===== config.mk =====
export PLATFORM = sky130hd
export DESIGN_NAME = mm_uart_fifo_flat
export DESIGN_NICKNAME = d
export VERILOG_FILES = /design/src/rtl/mm_uart_fifo_if.sv /design/src/rtl/mm_uart_fifo.sv /design/src/flat_wrapper.sv
export SDC_FILE = /design/constraint.sdc
export NUM_CORES = 1
export LEC_CHECK = 0
export BUFFER_PORTS_ARGS = -buffer_cell sky130_fd_sc_hd__buf_2
export CAP_MARGIN = 20
export CORE_MARGIN = 1
export CORE_UTILIZATION = 35
export CTS_BUF_LIST = sky130_fd_sc_hd__clkbuf_4
export CTS_CLUSTER_DIAMETER = 40
export DETAILED_ROUTE_END_ITERATION = 8
export GPL_TIMING_DRIVEN = 1
export SETUP_SLACK_MARGIN = 0.2
export SYNTH_ARGS = -nofsm -noshare
export SYNTH_HDL_FRONTEND = slang
export SYNTH_SLANG_ARGS = --single-unit

===== constraint.sdc =====
create_clock -name clock -period 3.45 [get_ports clock]
set_input_delay 0.345 -clock clock [delete_from_list [all_inputs] [get_ports clock]]
set_output_delay 0.345 -clock clock [all_outputs]
set_load 0.02 [all_outputs]

===== src/rtl/mm_uart_fifo_if.sv =====
// Memory-mapped I/O bus bundle for mm_uart_fifo.
// The CPU side (master) drives strobes, address and write data;
// the peripheral (slave) returns registered read data.
interface mm_uart_fifo_if #(
  parameter int DATA_WIDTH = 32,
  parameter int ADDR_WIDTH = 32
);
  logic                    readEnable;
  logic                    writeEnable;
  logic [DATA_WIDTH/8-1:0] writeByteEnable;
  logic [ADDR_WIDTH-1:0]   address;
  logic [DATA_WIDTH-1:0]   writeData;
  logic [DATA_WIDTH-1:0]   readData;

  modport master (
    output readEnable, writeEnable, writeByteEnable, address, writeData,
    input  readData
  );

  modport slave (
    input  readEnable, writeEnable, writeByteEnable, address, writeData,
    output readData
  );
endinterface


===== src/rtl/mm_uart_fifo.sv =====
// mm_uart_fifo: memory-mapped UART with TX/RX FIFOs, STATUS register and
// sticky error flags. Frame is 8N1 by default.
// Optional feature: define UART_PARITY_EN for 8E1 frames (even parity sent
// and checked after bit 7; mismatch sets par_err and drops the byte).
// Register window: BASE+0 RXDATA (R), BASE+4 TXDATA (W), BASE+8 STATUS (R).
module mm_uart_fifo #(
  parameter int                    CLOCK_FREQUENCY = 25000000,
  parameter int                    BAUD_RATE       = 115200,
  parameter int                    DATA_WIDTH      = 32,
  parameter int                    ADDR_WIDTH      = 32,
  parameter logic [ADDR_WIDTH-1:0] BASE_ADDR       = 'h9000_0010,
  parameter int                    TX_FIFO_DEPTH   = 4,
  parameter int                    RX_FIFO_DEPTH   = 4
) (
  input  logic          clock,
  input  logic          reset,
  input  logic          uart_rx,
  output logic          uart_tx,
  mm_uart_fifo_if.slave bus
);

  localparam int BAUD_DIV = CLOCK_FREQUENCY / BAUD_RATE;
  localparam int CNT_W    = $clog2(BAUD_DIV + 1);
  localparam logic [CNT_W-1:0] BIT_LAST  = CNT_W'(BAUD_DIV - 1);
  localparam logic [CNT_W-1:0] HALF_LAST = CNT_W'(BAUD_DIV / 2 - 1);

  localparam int TX_AW = $clog2(TX_FIFO_DEPTH);
  localparam int TX_CW = TX_AW + 1;
  localparam int RX_AW = $clog2(RX_FIFO_DEPTH);
  localparam int RX_CW = RX_AW + 1;

  localparam logic [ADDR_WIDTH-1:0] RXDATA_ADDR = BASE_ADDR;
  localparam logic [ADDR_WIDTH-1:0] TXDATA_ADDR = BASE_ADDR + ADDR_WIDTH'(4);
  localparam logic [ADDR_WIDTH-1:0] STATUS_ADDR = BASE_ADDR + ADDR_WIDTH'(8);

  typedef enum logic [2:0] {
    TX_IDLE,
    TX_START,
    TX_DATA,
`ifdef UART_PARITY_EN
    TX_PARITY,
`endif
    TX_STOP
  } tx_state_t;

  typedef enum logic [2:0] {
    RX_IDLE,
    RX_START,
    RX_DATA,
`ifdef UART_PARITY_EN
    RX_PARITY,
`endif
    RX_STOP,
    RX_BREAK
  } rx_state_t;

  // ---------------- bus decode ----------------
  logic rd_rx, rd_status, wr_tx;
  assign rd_rx     = bus.readEnable && (bus.address == RXDATA_ADDR);
  assign rd_status = bus.readEnable && (bus.address == STATUS_ADDR);
  assign wr_tx     = bus.writeEnable && bus.writeByteEnable[0] && (bus.address == TXDATA_ADDR);

  // Bus bits this block deliberately ignores (only byte lane 0 carries TX data).
  logic unused_bits;
  assign unused_bits = &{1'b0, bus.writeData[DATA_WIDTH-1:8], bus.writeByteEnable[DATA_WIDTH/8-1:1]};

  // ---------------- TX FIFO ----------------
  logic [7:0]       tx_mem [TX_FIFO_DEPTH];
  logic [TX_AW-1:0] tx_wr_ptr, tx_rd_ptr;
  logic [TX_CW-1:0] tx_count;
  logic             tx_full, tx_empty, tx_push, tx_pop;

  assign tx_full  = (tx_count == TX_CW'(TX_FIFO_DEPTH));
  assign tx_empty = (tx_count == '0);
  assign tx_push  = wr_tx && !tx_full;  // full is judged before any same-cycle pop

  // TX storage write.
  // NOTE: FIFO storage is deliberately not reset; pointers and count decide which entries are live, and a reset-free array can map onto RAM.
  always_ff @(posedge clock) begin
    if (tx_push) tx_mem[tx_wr_ptr] <= bus.writeData[7:0];
  end

  // TX FIFO pointers and occupancy.
  // NOTE: sequential state is assigned with <= so every flop samples pre-edge values, independent of statement order.
  always_ff @(posedge clock) begin
    if (!reset) begin
      tx_wr_ptr <= '0;
      tx_rd_ptr <= '0;
      tx_count  <= '0;
    end else begin
      if (tx_push) tx_wr_ptr <= tx_wr_ptr + TX_AW'(1);
      if (tx_pop)  tx_rd_ptr <= tx_rd_ptr + TX_AW'(1);
      case ({tx_push, tx_pop})
        2'b10:   tx_count <= tx_count + TX_CW'(1);
        2'b01:   tx_count <= tx_count - TX_CW'(1);
        default: tx_count <= tx_count;
      endcase
    end
  end

  // ---------------- TX FSM ----------------
  tx_state_t  tx_state, tx_state_n;
  logic [CNT_W-1:0] tx_cnt, tx_cnt_n;
  logic [2:0] tx_bit, tx_bit_n;
  logic [7:0] tx_shift, tx_shift_n;
  logic       tx_line_n, tx_load, tx_last;
`ifdef UART_PARITY_EN
  logic       tx_par, tx_par_n;
`endif

  assign tx_last = (tx_cnt == BIT_LAST);

  // TX state register and registered serial output.
  always_ff @(posedge clock) begin
    if (!reset) begin
      tx_state <= TX_IDLE;
      tx_cnt   <= '0;
      tx_bit   <= '0;
      tx_shift <= '0;
      uart_tx  <= 1'b1;
`ifdef UART_PARITY_EN
      tx_par   <= 1'b0;
`endif
    end else begin
      tx_state <= tx_state_n;
      tx_cnt   <= tx_cnt_n;
      tx_bit   <= tx_bit_n;
      tx_shift <= tx_shift_n;
      uart_tx  <= tx_line_n;
`ifdef UART_PARITY_EN
      tx_par   <= tx_par_n;
`endif
    end
  end

  // TX next state: bit timing, shifting, FIFO pop (from IDLE or straight out of STOP).
  // NOTE: every signal gets a default before the case so no path leaves it unassigned and infers a latch.
  always_comb begin
    tx_state_n = tx_state;
    tx_cnt_n   = tx_cnt;
    tx_bit_n   = tx_bit;
    tx_shift_n = tx_shift;
    tx_load    = 1'b0;
    tx_pop     = 1'b0;
    tx_line_n  = 1'b1;
`ifdef UART_PARITY_EN
    tx_par_n   = tx_par;
`endif
    if (tx_state != TX_IDLE) tx_cnt_n = tx_last ? '0 : tx_cnt + CNT_W'(1);
    case (tx_state)
      TX_IDLE:  tx_load = !tx_empty;
      TX_START: if (tx_last) tx_state_n = TX_DATA;
      TX_DATA: begin
        if (tx_last) begin
          tx_shift_n = {1'b0, tx_shift[7:1]};
          tx_bit_n   = tx_bit + 3'd1;
`ifdef UART_PARITY_EN
          if (tx_bit == 3'd7) tx_state_n = TX_PARITY;
`else
          if (tx_bit == 3'd7) tx_state_n = TX_STOP;
`endif
        end
      end
`ifdef UART_PARITY_EN
      TX_PARITY: if (tx_last) tx_state_n = TX_STOP;
`endif
      TX_STOP: begin
        if (tx_last) begin
          tx_state_n = TX_IDLE;
          tx_load    = !tx_empty;  // chain the next frame with no idle gap
        end
      end
      default: tx_state_n = TX_IDLE;
    endcase
    if (tx_load) begin
      tx_pop     = 1'b1;
      tx_state_n = TX_START;
      tx_cnt_n   = '0;
      tx_bit_n   = '0;
      tx_shift_n = tx_mem[tx_rd_ptr];
`ifdef UART_PARITY_EN
      tx_par_n   = ^tx_mem[tx_rd_ptr];
`endif
    end
    case (tx_state_n)
      TX_START:  tx_line_n = 1'b0;
      TX_DATA:   tx_line_n = tx_shift_n[0];
`ifdef UART_PARITY_EN
      TX_PARITY: tx_line_n = tx_par_n;
`endif
      default:   tx_line_n = 1'b1;
    endcase
  end

  // ---------------- RX synchroniser ----------------
  logic rx_s1, rx_s2, rx_prev;

  // Two-flop synchroniser plus one history flop for falling-edge detection; idles high.
  always_ff @(posedge clock) begin
    if (!reset) begin
      rx_s1   <= 1'b1;
      rx_s2   <= 1'b1;
      rx_prev <= 1'b1;
    end else begin
      rx_s1   <= uart_rx;
      rx_s2   <= rx_s1;
      rx_prev <= rx_s2;
    end
  end

  // ---------------- RX FSM ----------------
  rx_state_t  rx_state, rx_state_n;
  logic [CNT_W-1:0] rx_cnt, rx_cnt_n;
  logic [2:0] rx_bit, rx_bit_n;
  logic [7:0] rx_shift, rx_shift_n;
  logic       rx_last, rx_half, rx_byte_ok, frame_err_set, par_err_set;
`ifdef UART_PARITY_EN
  logic       rx_par_bad, rx_par_bad_n;
`endif

  assign rx_last = (rx_cnt == BIT_LAST);
  assign rx_half = (rx_cnt == HALF_LAST);

  // RX state register.
  always_ff @(posedge clock) begin
    if (!reset) begin
      rx_state   <= RX_IDLE;
      rx_cnt     <= '0;
      rx_bit     <= '0;
      rx_shift   <= '0;
`ifdef UART_PARITY_EN
      rx_par_bad <= 1'b0;
`endif
    end else begin
      rx_state   <= rx_state_n;
      rx_cnt     <= rx_cnt_n;
      rx_bit     <= rx_bit_n;
      rx_shift   <= rx_shift_n;
`ifdef UART_PARITY_EN
      rx_par_bad <= rx_par_bad_n;
`endif
    end
  end

  // RX next state: start validation at half bit, mid-bit sampling, stop/parity verdict.
  always_comb begin
    rx_state_n    = rx_state;
    rx_cnt_n      = rx_cnt;
    rx_bit_n      = rx_bit;
    rx_shift_n    = rx_shift;
    rx_byte_ok    = 1'b0;
    frame_err_set = 1'b0;
    par_err_set   = 1'b0;
`ifdef UART_PARITY_EN
    rx_par_bad_n  = rx_par_bad;
`endif
    case (rx_state)
      RX_IDLE: begin
        rx_cnt_n = '0;
        if (rx_prev && !rx_s2) rx_state_n = RX_START;
      end
      RX_START: begin
        rx_cnt_n = rx_cnt + CNT_W'(1);
        if (rx_half) begin
          rx_cnt_n   = '0;
          rx_bit_n   = '0;
          rx_state_n = rx_s2 ? RX_IDLE : RX_DATA;  // high at mid-start is a glitch
        end
      end
      RX_DATA: begin
        rx_cnt_n = rx_last ? '0 : rx_cnt + CNT_W'(1);
        if (rx_last) begin
          rx_shift_n = {rx_s2, rx_shift[7:1]};
          rx_bit_n   = rx_bit + 3'd1;
`ifdef UART_PARITY_EN
          if (rx_bit == 3'd7) rx_state_n = RX_PARITY;
`else
          if (rx_bit == 3'd7) rx_state_n = RX_STOP;
`endif
        end
      end
`ifdef UART_PARITY_EN
      RX_PARITY: begin
        rx_cnt_n = rx_last ? '0 : rx_cnt + CNT_W'(1);
        if (rx_last) begin
          rx_par_bad_n = (^rx_shift) ^ rx_s2;
          rx_state_n   = RX_STOP;
        end
      end
`endif
      RX_STOP: begin
        rx_cnt_n = rx_last ? '0 : rx_cnt + CNT_W'(1);
        if (rx_last) begin
          if (!rx_s2) begin
            frame_err_set = 1'b1;
            rx_state_n    = RX_BREAK;
          end else begin
            rx_state_n = RX_IDLE;
`ifdef UART_PARITY_EN
            if (rx_par_bad) par_err_set = 1'b1;
            else            rx_byte_ok  = 1'b1;
`else
            rx_byte_ok = 1'b1;
`endif
          end
        end
      end
      RX_BREAK: if (rx_s2) rx_state_n = RX_IDLE;  // wait for the line to return high
      default:  rx_state_n = RX_IDLE;
    endcase
  end

  // ---------------- RX FIFO ----------------
  logic [7:0]       rx_mem [RX_FIFO_DEPTH];
  logic [RX_AW-1:0] rx_wr_ptr, rx_rd_ptr;
  logic [RX_CW-1:0] rx_count;
  logic             rx_full, rx_empty, rx_push, rx_pop, overrun_set;

  assign rx_full     = (rx_count == RX_CW'(RX_FIFO_DEPTH));
  assign rx_empty    = (rx_count == '0);
  assign rx_pop      = rd_rx && !rx_empty;
  assign rx_push     = rx_byte_ok && (!rx_full || rx_pop);  // a same-cycle CPU pop makes room
  assign overrun_set = rx_byte_ok && rx_full && !rx_pop;

  // RX storage write.
  always_ff @(posedge clock) begin
    if (rx_push) rx_mem[rx_wr_ptr] <= rx_shift;
  end

  // RX FIFO pointers and occupancy.
  always_ff @(posedge clock) begin
    if (!reset) begin
      rx_wr_ptr <= '0;
      rx_rd_ptr <= '0;
      rx_count  <= '0;
    end else begin
      if (rx_push) rx_wr_ptr <= rx_wr_ptr + RX_AW'(1);
      if (rx_pop)  rx_rd_ptr <= rx_rd_ptr + RX_AW'(1);
      case ({rx_push, rx_pop})
        2'b10:   rx_count <= rx_count + RX_CW'(1);
        2'b01:   rx_count <= rx_count - RX_CW'(1);
        default: rx_count <= rx_count;
      endcase
    end
  end

  // ---------------- sticky flags ----------------
  logic overrun, frame_err, par_err;

  // Sticky error flags: cleared by a STATUS read unless a new event lands in the same cycle.
  always_ff @(posedge clock) begin
    if (!reset) begin
      overrun   <= 1'b0;
      frame_err <= 1'b0;
      par_err   <= 1'b0;
    end else begin
      overrun   <= (overrun   && !rd_status) || overrun_set;
      frame_err <= (frame_err && !rd_status) || frame_err_set;
      par_err   <= (par_err   && !rd_status) || par_err_set;
    end
  end

  // ---------------- read path ----------------
  logic [DATA_WIDTH-1:0] rd_value;
  logic                  tx_idle;

  assign tx_idle = tx_empty && (tx_state == TX_IDLE);

  // Read mux for the addressed register; unmapped addresses read as zero.
  always_comb begin
    rd_value = '0;
    if (bus.address == RXDATA_ADDR) begin
      if (!rx_empty) rd_value[8:0] = {1'b1, rx_mem[rx_rd_ptr]};
    end else if (bus.address == STATUS_ADDR) begin
      rd_value[5:0] = {par_err, frame_err, overrun, tx_idle, !tx_full, !rx_empty};
    end
  end

  // Registered read data, held while no read is strobed.
  always_ff @(posedge clock) begin
    if (!reset)              bus.readData <= '0;
    else if (bus.readEnable) bus.readData <= rd_value;
  end

endmodule


===== src/flat_wrapper.sv =====
// flat-port wrapper written by rule: the top's interface ports become plain ports
module mm_uart_fifo_flat 
#(
  parameter int                    CLOCK_FREQUENCY = 25000000,
  parameter int                    BAUD_RATE       = 115200,
  parameter int                    DATA_WIDTH      = 32,
  parameter int                    ADDR_WIDTH      = 32,
  parameter logic [ADDR_WIDTH-1:0] BASE_ADDR       = 'h9000_0010,
  parameter int                    TX_FIFO_DEPTH   = 4,
  parameter int                    RX_FIFO_DEPTH   = 4
)
  (clock, reset, uart_rx, uart_tx, bus_readEnable, bus_writeEnable, bus_writeByteEnable, bus_address, bus_writeData, bus_readData);
  mm_uart_fifo_if #(.DATA_WIDTH(DATA_WIDTH), .ADDR_WIDTH(ADDR_WIDTH)) bus_i ();
  input  logic clock;
  input  logic reset;
  input  logic uart_rx;
  output logic uart_tx;
  input wire logic [$bits(bus_i.readEnable)-1:0] bus_readEnable;
  input wire logic [$bits(bus_i.writeEnable)-1:0] bus_writeEnable;
  input wire logic [$bits(bus_i.writeByteEnable)-1:0] bus_writeByteEnable;
  input wire logic [$bits(bus_i.address)-1:0] bus_address;
  input wire logic [$bits(bus_i.writeData)-1:0] bus_writeData;
  output wire logic [$bits(bus_i.readData)-1:0] bus_readData;
  assign bus_i.readEnable = bus_readEnable;
  assign bus_i.writeEnable = bus_writeEnable;
  assign bus_i.writeByteEnable = bus_writeByteEnable;
  assign bus_i.address = bus_address;
  assign bus_i.writeData = bus_writeData;
  assign bus_readData = bus_i.readData;
  mm_uart_fifo #(.CLOCK_FREQUENCY(CLOCK_FREQUENCY), .BAUD_RATE(BAUD_RATE), .DATA_WIDTH(DATA_WIDTH), .ADDR_WIDTH(ADDR_WIDTH), .BASE_ADDR(BASE_ADDR), .TX_FIFO_DEPTH(TX_FIFO_DEPTH), .RX_FIFO_DEPTH(RX_FIFO_DEPTH)) u_core (.clock(clock), .reset(reset), .uart_rx(uart_rx), .uart_tx(uart_tx), .bus(bus_i));
endmodule

==> results.md, run 1 <==
* Worst EP arrival at between 3 and 4 ns
* FF-to-FF setup slack at ~0.95 ns
* Post-synthesis async set-or-reset flop share at 0%
* Setup TNS at 0 ns
* Worst vdd ir at 0.247 mV
* Main combinational cell family by area after synthesis: simple AND/OR/NAND/NOR gates
* Power share of the clock group at a little under two fifths
* Gate power share at between 3 and 4%
* Reg2reg start: u_core.tx_cnt[0]
* Crit path max fanout at 2
* Clock Pin Slew Worst Setup and Hold Paths at about 0.11 ns
* Hold crit path type: input port to register
* CTS Buf Count at 17
* Drt via density at between 4 and 5
* Vias in the first global route at a little over 4,000
* Warnings, synthesis at 0
* Pins Over Slew Limit at 0
* Critical path's largest stage delay at 0.68 ns
* Main flop type after synthesis: dfxtp_1
* Worst clock skew at approximately 0.020 ns
* Area contributors post-synth: edfxtp_1, dfxtp_1, mux4_2
* Relative slew slack at between 30% and 40%
* Routed WL at between 10,000 and 15,000 µm
* Crit path depth at 9
* Hold Crit Depth at 3
* Final Critical Period at between 2 and 3 ns
* Netlist cell types at 61
* Reg power frac at between 50% and 60%
* CP max-delay cell: or4b_2
* Leakage at around 0.0025 µW
* Cell Area, Synth at around 6300 µm²
* Sequential fraction of the synthesis area at between 50% and 60%
* Residual DRC count at 0
* Crit path max-delay family: simple AND/OR/NAND/NOR gates
* Initial Util at between 30% and 40%
* Cell Pwr Density at 422 nW/µm²
* Post-synth EDFFs at 64
* Antenna-violating nets left at 0
* Root Driver: clkbuf_4
* CP Cell Sequence: buf_2 > or4b_2 > or4_1 > nor3_1 > nand2_1 > fa_1 > or3_1 > mux2i_1 > mux2i_1
* Post-Synth Simple-Gate Area at 17.1%
* Critical Path Most Common Cell: mux2i_1
* Dpl hpwl at 8120 µm
* Final Hold Fails at 0
* Unrepaired setup endpoints after global routing: false
* FF+latch count, synth at 142
* Global router's overall resource usage at 14.0%
* DR iter-0 viols at ~210
* Share of cells above drive strength 1 at between 10% and 20%
* Post-Synth Adder-Cell Area at between 4 and 5%
* FP Rows at 48
* Part of the cycle the worst path needs at between 80 and 90%
* Leading area contributor after synthesis: edfxtp_1
* Req. time, crit path at between 3 and 4 ns
* Switching pwr at ~700 µW
* Outcome: finished clean
* Pre-antenna DRT Iters at 4
* Clk Latency, worst-skew pair at 0.53 ns
* Library cell with the highest instance count after synthesis: dfxtp_1
* CTS tree: done
* Fmax at approximately 0.35 GHz
* Worst Hold End: u_core.bus.readData[2]
* Mapped Cells at approximately 540
* I/O pin total at about 110
* Worst r2r path cells at 12
* Least-Margin Pin Slew at around 0.90 ns
* DP Cell Count at 806
* Mean Syn Cell Area at around 12 µm²
* Core ar. at ~17,000 µm²
* CTS H-tree depth at 4
* Die area at 18,600 µm²
* Port Buffers at 55
* CP Buf/Inv Count at 1
* Die height at roughly 140 µm
* Antenna violations before repair at 1
* Worst Setup Start Kind: input port
* Critical path endpoint category: register
* Sw frac at around a quarter
* Mux cell area share after synthesis at a little under a tenth
* R2R Path End: u_core.tx_count[2]
* First-pass GRT wire length at between 15,000 and 20,000 µm
* Yosys top cell area share at between 30% and 40%
* Via count at just over 4,000
* Cts repair resizes at 0
* Final Non-Filler Cells at between 800 and 900
* WL/cell at ~14 µm
* Pin count of the biggest net entering global routing at 37
* Synth Area in XOR/XNOR at 2.22%
* Final setup viols at 0
* Compound-Gate Fraction of Synth Area at 6.70%
* RD Place Congestion at just under 0.8
* Number of max-cap violations at 0
* Post-synth top cells: dfxtp_1, edfxtp_1, nor2_1, nand2_1, a21oi_1
* CTS sink count at about 140
* P_int at between 2000 and 2500 µW
* Kind of critical path: input port to register
* Hold_sp: bus_readEnable
* Clock Path Buffers at 2
* Total congestion overflow at 0
* Die outline width at about 140 µm
* Total Nets Final at 701
* Area Overhead vs Synth at 13.3%
## through the flow
step                area (µm²)  hold WS, ns  power [µW]  util [%]  setup WS, ns
global route              7160        0.201        3140      41.0         0.541
finish                    7160        0.230        3020      41.0         0.628
global placement          6750        0.398        1890      38.6         0.140
detailed placement        6750        0.398        1890      38.6        0.0824
CTS                       7150        0.177        3050      40.9         0.660
floorplan                 6400        0.386        1870         -         0.453
## layer usage
metal  share of wire (%)  vias up  wire (µm)  track usage [%]
met1                  47     1986       5590             17.6
li1                    -     2054          -                -
met3                 3.5       12        418             3.84
met5                   0        -          0                0
met4                 1.0        0        121             5.12
met2                  48       94       5680             22.9
## logic make-up (layout without fill, tap and decap cells)
logic type | after synthesis | count (layout)
buffers and inverters | 70 | 127
AO/OA/AOI/OAI | 67 | 67
adder cells (fa/ha/maj) | 19 | 19
XOR/XNOR | 16 | 16
flip-flops | 142 | 142
AND/OR/NAND/NOR | 189 | 189
other | 1 | 25
multiplexers | 38 | 38
## power by group through the flow
| stage | sequential (µW) | combinational [µW] | clock [µW] |
|---|---|---|---|
| after detailed placement | 1800 | 97.0 | 0 |
| after global placement | 1800 | 94.0 | 0 |
| after CTS | 1760 | 106 | 1190 |
| final | 1760 | 106 | 1160 |
| after floorplan | 1790 | 76.5 | 0 |
| after global routing | 1760 | 119 | 1260 |
## final cells by class
type	count	area (µm²)
Timing Repair Buffer	69	403
Sequential cell	142	3480
Multi-Input combinational cell	353	2570
Clock buffer	18	135
Clock inverter	14	180
Antenna cell	1	2.50
Fill cell	1658	10300
Tap cell	225	282
Inverter	26	97.6
## worst register-to-register path, cell delays in order, from the launching register on
cell and delay [ns]:
dfxtp_1 0.35, inv_1 0.09, ha_1 0.15, nand3_1 0.18, nor4_1 0.24, o21ai_1 0.13
inv_1 0.08, ha_1 0.18, inv_1 0.07, fa_1 0.38, xor2_1 0.16, or3_1 0.30
a21oi_1 0.14
## repair_timing
action	CTS	global route
endpoints found under the hold margin	33	0
buffers inserted	0	0
setup endpoints to repair	0	0
hold buffers	9	0
## cell usage in the layout, fill, tap and decap left out, types with 3 or more instances in the layout
cell type and count:
dfxtp_1 78, edfxtp_1 64, buf_2 55, nor2_1 49
nand2_1 35, a21oi_1 27, inv_1 25, conb_1 24
mux2i_1 22, clkbuf_4 18, ha_1 17, mux4_2 16
nand3_1 12, xnor2_1 11, or3_1 10, and2_1 9
nand2b_1 9, dlygate4sd3_1 9, a31oi_1 8, nor4_1 7
nor3_1 7, o21ai_0 7, a211oi_1 7, nor2b_1 7
nand3b_1 6, and3_1 6, or4_1 5, xor2_1 5
buf_4 5, o211ai_1 4, inv_6 4, clkinv_4 4
or4_4 3, nor3b_1 3, bufinv_16 3
## registers in the layout, summed over array words and instances (netlist names), 2 cells and up, named ones only
name	count
u_core.bus.readData	9
u_core.rx_bit	3
u_core.rx_cnt	8
u_core.rx_count	3
u_core.rx_mem	32
u_core.rx_rd_ptr	2
u_core.rx_shift	8
u_core.rx_state	3
u_core.rx_wr_ptr	2
u_core.tx_bit	3
u_core.tx_cnt	8
u_core.tx_count	3
u_core.tx_mem	32
u_core.tx_rd_ptr	2
u_core.tx_shift	8
u_core.tx_state	3
u_core.tx_wr_ptr	2
## worst max-delay path by stage
stage                         startpoint            endpoint  slack (ns)
final                     bus_address[5]  u_core.rx_count[2]        0.63
after global routing      bus_address[5]  u_core.rx_count[2]        0.54
after CTS                 bus_address[5]  u_core.rx_count[2]        0.66
after detailed placement  bus_address[5]  u_core.rx_count[2]        0.08
after global placement    bus_address[5]  u_core.rx_count[2]        0.14
after floorplan           bus_address[5]  u_core.rx_count[2]        0.45
Power figures use the tool's default switching activity.
==> run 2: changes to the inputs <==
Settings changed: ABC_AREA set to 1.
Clock period 3.45 ns to 2.31 ns, I/O delays scaled along.
==> run 2 against run 1 <==
The flow now finishes with violations (design-rule violations). Global-route usage decreased by 0.44 points. Via count increased by 18%. Total power increased by 70%. Die area increased by 3.3%.
==> results.md, run 2 <==
* Warnings, synthesis at 0 (unchanged)
* Relative slew slack at 63.3% (+24 points)
* Pin count of the biggest net entering global routing at 37 (unchanged)
* Most frequent cells in the layout: nor2_1, nand2_1, dfxtp_1, inv_1, edfxtp_1
* Main flop type after synthesis: dfxtp_1
* Pins Over Slew Limit at 0 (unchanged)
* Port Buffers at 55 (unchanged)
* Worst Setup Start Kind: register
* Req. time, crit path at 2.76 ns (-1.15 ns)
* Clock Path Buffers at 2 (unchanged)
* Mapped Cells at 726 (+34%)
* Hold_sp: bus_readEnable
* DR iter-0 viols at 297 (+40%)
* CTS Buf Count at 17 (unchanged)
* Vias in the first global route at 4,383 (+6.6%)
* I/O pin total at 106 (unchanged)
* CTS H-tree depth at 4 (unchanged)
* Hold crit path type: input port to register
* Drt via density at 4.59 (-6.1%)
* Library cell with the highest instance count after synthesis: nor2_1
* Core ar. at 18,100 µm² (+3.8%)
* CTS tree: done
* Final setup viols at 0 (unchanged)
* Worst vdd ir at 0.314 mV (+27%)
* Part of the cycle the worst path needs at between 90% and 100%
* Number of fillers in the final layout at 1,810 (+9.2%)
* Unrepaired setup endpoints after global routing: true
* Antenna-violating nets left at 0 (unchanged)
* CTS sink count at 142 (unchanged)
* FF+latch count, synth at 142 (unchanged)
* Netlist cell types at 46 (-25%)
* Final Hold Fails at 0 (unchanged)
* Clk Latency, worst-skew pair at 0.55 ns (+0.02 ns)
* WL/cell at 11.6 µm (-17%)
* Pre-antenna DRT Iters at 7 (+3)
* Fmax at around 0.48 GHz
* Setup TNS at 0 ns (unchanged)
* Post-synth EDFFs at 64 (unchanged)
* Worst EP arrival at 2.53 ns (-0.75 ns)
* Outcome: finished, violations left
* Cell Area, Synth at 6530 µm² (+3.3%)
* Mean Syn Cell Area at 8.99 µm² (-23%)
* Final Critical Period at roughly 2.1 ns
* Crit path max fanout at 3 (+1)
* Critical path endpoint category: register
* Dpl hpwl at 8670 µm (+6.8%)
* RD Place Congestion at 0.762 (-2.5%)
* Post-synthesis async set-or-reset flop share at 0% (unchanged)
* First-pass GRT wire length at 20,700 µm (+3.7%)
* Leakage at 0.00311 µW (+23%)
* Area Overhead vs Synth at 16.1%
* Die outline width at 139 µm (+1.6%)
* Least-Margin Pin Slew at 0.549 ns (-0.350 ns)
* Yosys top cell area share at 29.4% (-0.99 points)
* Root Driver: clkbuf_4
* Total congestion overflow at 0 (unchanged)
* Antenna violations before repair at 1 (unchanged)
* Sequential fraction of the synthesis area at 53.4% (-1.8 points)
* Leading area contributor after synthesis: edfxtp_1
* Commonest non-fill, non-tap cell in the layout: nor2_1
* Global router's overall resource usage at 13.6% (-0.44 points)
* FP Rows at 49 (+2.1%)
* Clock Pin Slew Worst Setup and Hold Paths at 0.11 ns (about the same)
* Routed WL at 12,400 µm (+4.6%)
* Worst clock skew at 0.0115 ns (-0.00868 ns)
* Via count at 4,874 (+18%)
* Initial Util at 36.0% (-0.17 points)
* Largest registers: u_core.rx_mem: 32 flops, u_core.tx_mem: 32 flops, u_core.bus.readData: 9 flops
* WHS at 0.0994 ns (-0.130 ns)
* Worst Setup SP: u_core.tx_cnt[0]
* Reg2reg start: u_core.tx_cnt[0]
* Die height at 139 µm (+1.6%)
* Die area at 19,200 µm² (+3.3%)
* Failing checks: design-rule violations
* Kind of critical path: register to register
* Cell Pwr Density at 679 nW/µm² (+61%)
* Share of cells above drive strength 1 at 20.3% (+0.70 points)
* Number of max-cap violations at 0 (unchanged)
* Residual DRC count at 40 (+40)
* Total Nets Final at 911 (+30%)
* Post-synth top cells: nor2_1, nand2_1, dfxtp_1, inv_1, edfxtp_1
* Area contributors post-synth: edfxtp_1, dfxtp_1, nor2_1
## run 2: repair_timing
action,4_1_cts,5_1_grt
setup endpoints to repair,1,2
pin swaps,1,7
gates resized for setup,0,9
hold endpoints to repair,33,0
buffers inserted,0,6
hold buffers,9,0
## run 2: final timing paths
| kind | endpoint | slack (ns) | cells after the start |
|---|---|---|---|
| worst min register to register | u_core.rx_s2 | 0.42 | 1 |
| worst max-delay path | u_core.tx_count[2] | 0.23 | 15 |
| worst min-delay path | u_core.bus.readData[1] | 0.1 | 3 |
| worst max register to register | u_core.tx_count[2] | 0.23 | 15 |
## run 2: worst max-delay path, cell delays in order (launching register included)
cell,delay (ns)
dfxtp_4,0.37
inv_4,0.06
ha_4,0.13
nand3_4,0.06
nor3_4,0.18
nand3_1,0.09
nand2_1,0.08
nand2_2,0.08
clkinv_4,0.05
ha_4,0.12
inv_4,0.04
fa_2,0.35
a21oi_2,0.15
o21ai_2,0.07
o21ai_1,0.11
a21oi_1,0.04
## run 2: stage by stage
stage               power, µW  worst slack [ns]  utilization (%)  instance area, µm²  std cells
floorplan                3300             0.114                -                6640        749
global placement         3420             0.174             39.1                7100       1014
detailed placement       3420             0.165             39.1                7100       1014
CTS                      5180             0.202             41.3                7500       1055
global route             5410            0.0576             41.8                7580       1062
finish                   5150             0.226             41.8                7580       1062
## run 2: logic make-up (layout without fill, tap and decap cells)
kind of cell    count (synthesis)  after routing  share of synthesized area, %
compound gates                144            144                          12.4
xor+xnor                        6              6                         0.805
fa+ha+maj                      19             19                          3.87
buf+inv                       123            206                          9.05
flops                         142            142                          53.4
other cells                     1             25                        0.0575
simple gates                  291            291                          20.4
## run 2: layout make-up
| class | count | area (µm²) | area share, % |
|---|---|---|---|
| multi-input combinational | 484 | 2590 | 34.1 |
| sequential | 142 | 3490 | 46.1 |
| clock inverter | 13 | 171 | 2.26 |
| tap | 229 | 287 | 3.78 |
| antenna | 1 | 2.50 | 0.0330 |
| inverter | 83 | 329 | 4.34 |
| timing repair buffer | 91 | 568 | 7.50 |
| clock buffer | 19 | 143 | 1.88 |
## run 2: power by group
part	switching [µW]	total (µW)	internal, µW
sequential	57.0	2740	2680
clock	863	1730	872
combinational	418	674	256
## run 2: metal layers
| metal | share of wire [%] | up-vias | routed length [µm] | track usage [%] |
|---|---|---|---|---|
| li1 | - | 2558 | - | - |
| met1 | 48 | 2186 | 5950 | 17.5 |
| met2 | 46 | 115 | 5660 | 21.8 |
| met3 | 4.8 | 15 | 593 | 3.25 |
| met4 | 1.3 | 0 | 161 | 5.74 |
| met5 | 0 | - | 0 | 0 |
==> run 3: changes to the inputs <==
Settings changed: BUFFER_PORTS_ARGS -buffer_cell sky130_fd_sc_hd__buf_2 to -buffer_cell sky130_fd_sc_hd__buf_4, GPL_ROUTABILITY_DRIVEN set to 0.
==> run 3 against run 2 <==
The flow still finishes with violations (design-rule violations). Clock-buffer cell count shrank 2. Worst hold slack gained 0.035 ns. Final area grew 1.8%. Global-route usage shrank 0.078 points. Sequential share of layout area shrank 0.83 points. Final cell count is essentially flat. Non-clock buffer count grew 1. Via count grew 0.45%. Flip-flop and latch count is the same. Die area is the same. Register-to-register slack lost 0.06 ns. Largest cell class unchanged.
==> results.md, run 3 (synthesis gave the netlist of run 2 again) <==
* Most frequent cells in the layout: nor2_1, nand2_1, buf_4, dfxtp_1, inv_1
* DR iter-0 viols at 255 (-14%)
* Worst Setup Start Kind: register
* Share of cells above drive strength 1 at 20.4% (+0.096 points)
* M1 WL at 5900 µm (-0.82%)
* CTS H-tree depth at 4 (unchanged)
* Antenna violations before repair at 1 (unchanged)
* Outcome: finished, violations left
* Final Non-Filler Cells at 1,063 (+0.094%)
* I/O pin total at 106 (unchanged)
* Fmax at 0.466 GHz (-2.9%)
* Global router's overall resource usage at 13.5% (-0.078 points)
* Die area at 19,200 µm² (unchanged)
* CTS tree: done
* Clock Pin Slew Worst Setup and Hold Paths at 0.13 ns (+0.02 ns)
* Total Nets Final at 912 (+0.11%)
* Total congestion overflow at 0 (unchanged)
* Routed WL at 12,400 µm (+0.16%)
* Unrepaired setup endpoints after global routing: true
* Final setup viols at 0 (unchanged)
* Residual DRC count at 40 (unchanged)
* Die outline width at 139 µm (unchanged)
* Pre-antenna DRT Iters at 7 (unchanged)
* FP Rows at 49 (unchanged)
* Final Hold Fails at 0 (unchanged)
* Met3 wire length at 771 µm (+30%)
* Wire length on met2 at 5600 µm (-1.1%)
* CTS Buf Count at 17 (unchanged)
* Antenna-violating nets left at 0 (unchanged)
* Req. time, crit path at 2.74 ns (-0.02 ns)
* DP Cell Count at 1,012 (-0.20%)
* Worst vdd ir at 0.303 mV (-3.6%)
* Top Metal Used: met4
* Failing checks: design-rule violations
* First-pass GRT wire length at 20,800 µm (+0.53%)
* Via count at 4,896 (+0.45%)
* Crit path max fanout at 3 (unchanged)
* Pins Over Slew Limit at 0 (unchanged)
* Kind of critical path: register to register
* WHS at 0.135 ns (+0.0355 ns)
* Clk Latency, worst-skew pair at 0.52 ns (-0.03 ns)
* Commonest non-fill, non-tap cell in the layout: nor2_1
* Area Overhead vs Synth at 18.2%
* Vias in the first global route at 4,382 (-0.023%)
* Number of max-cap violations at 0 (unchanged)
* Setup TNS at 0 ns (unchanged)
* WL/cell at 11.6 µm (about the same)
* Core ar. at 18,100 µm² (unchanged)
* Worst clock skew at 0.0175 ns (+0.00596 ns)
* Port Buffers at 55 (unchanged)
* Final Critical Period at 2.15 ns (+0.0621 ns)
* DP Worst Slack at 0.169 ns (+0.00334 ns)
* Pin count of the biggest net entering global routing at 37 (unchanged)
* Number of fillers in the final layout at 1,800 (-0.55%)
* Worst EP arrival at 2.58 ns (+0.05 ns)
* Die height at 139 µm (unchanged)
* FF-to-FF setup slack at 0.16 ns (-0.06 ns)
* Drt via density at 4.61 (+0.36%)
* Clock Path Buffers at 2 (unchanged)
* Cell Pwr Density at 666 nW/µm² (-2.0%)
* Initial Util at 36.0% (unchanged)
* Critical path endpoint category: register
* Setup ws final at 0.164 ns (-0.0621 ns)
* Part of the cycle the worst path needs at 92.9% (+2.7 points)
* Leakage at 0.00314 µW (+1.1%)
* CTS sink count at 142 (unchanged)
* Root Driver: clkbuf_4
* Hold crit path type: input port to register
* Dpl hpwl at 8470 µm (-2.3%)
* Largest registers: u_core.rx_mem: 32 flops, u_core.tx_mem: 32 flops, u_core.bus.readData: 9 flops
## run 3: layout make-up
type	count	area, µm²	area share (%)
tap	229	287	3.71
clock buffer	17	128	1.65
sequential	142	3490	45.2
antenna	1	2.50	0.0324
inverter	83	329	4.26
multi-input combinational	484	2580	33.5
timing repair buffer	92	716	9.28
clock inverter	15	184	2.38
## run 3: worst paths after layout
path                                  startpoint                      to  cells past startpoint
worst max-delay path            u_core.tx_cnt[0]      u_core.tx_count[2]                     15
worst min-delay path                       reset  u_core.bus.readData[7]                      3
worst max register to register  u_core.tx_cnt[0]      u_core.tx_count[2]                     15
worst min register to register      u_core.rx_s1            u_core.rx_s2                      1
## run 3: stage by stage
| stage | total power, µW | utilization (%) | instance area [µm²] |
|---|---|---|---|
| after floorplan | 3300 | - | 6640 |
| after global placement | 3440 | 39.8 | 7220 |
| after detailed placement | 3450 | 39.8 | 7220 |
| after CTS | 5160 | 42.0 | 7630 |
| after global routing | 5420 | 42.5 | 7720 |
| final | 5140 | 42.5 | 7720 |
## run 3: timing repair
action                                 in CTS  in global routing
hold buffers                               10                  0
endpoints found under the hold margin      34                  0
setup buffers                               0                  8
pin swaps                                   1                  7
resized for setup                           0                  7
setup endpoints to repair                   1                  2
## run 3: worst max-delay path, cell delays in order (launching register included)
cell and delay (ns):
dfxtp_4 0.38, inv_4 0.06, ha_4 0.13, nand3_4 0.06
nor3_4 0.19, nand3_1 0.09, nand2_1 0.08, nand2_2 0.08
clkinv_4 0.06, ha_4 0.12, inv_4 0.04, fa_2 0.35
a21oi_2 0.16, o21ai_2 0.07, o21ai_1 0.13, a21oi_1 0.05
## run 3: power breakdown
part | total, µW | internal (µW) | switching, µW
sequential | 2740 | 2680 | 57.3
combinational | 711 | 291 | 420
clock | 1690 | 766 | 922
## run 3: layer usage
metal	up-vias	global-route usage [%]
met5	-	0
met4	0	4.85
met3	9	3.52
met2	133	21.0
met1	2192	18.1
li1	2562	-
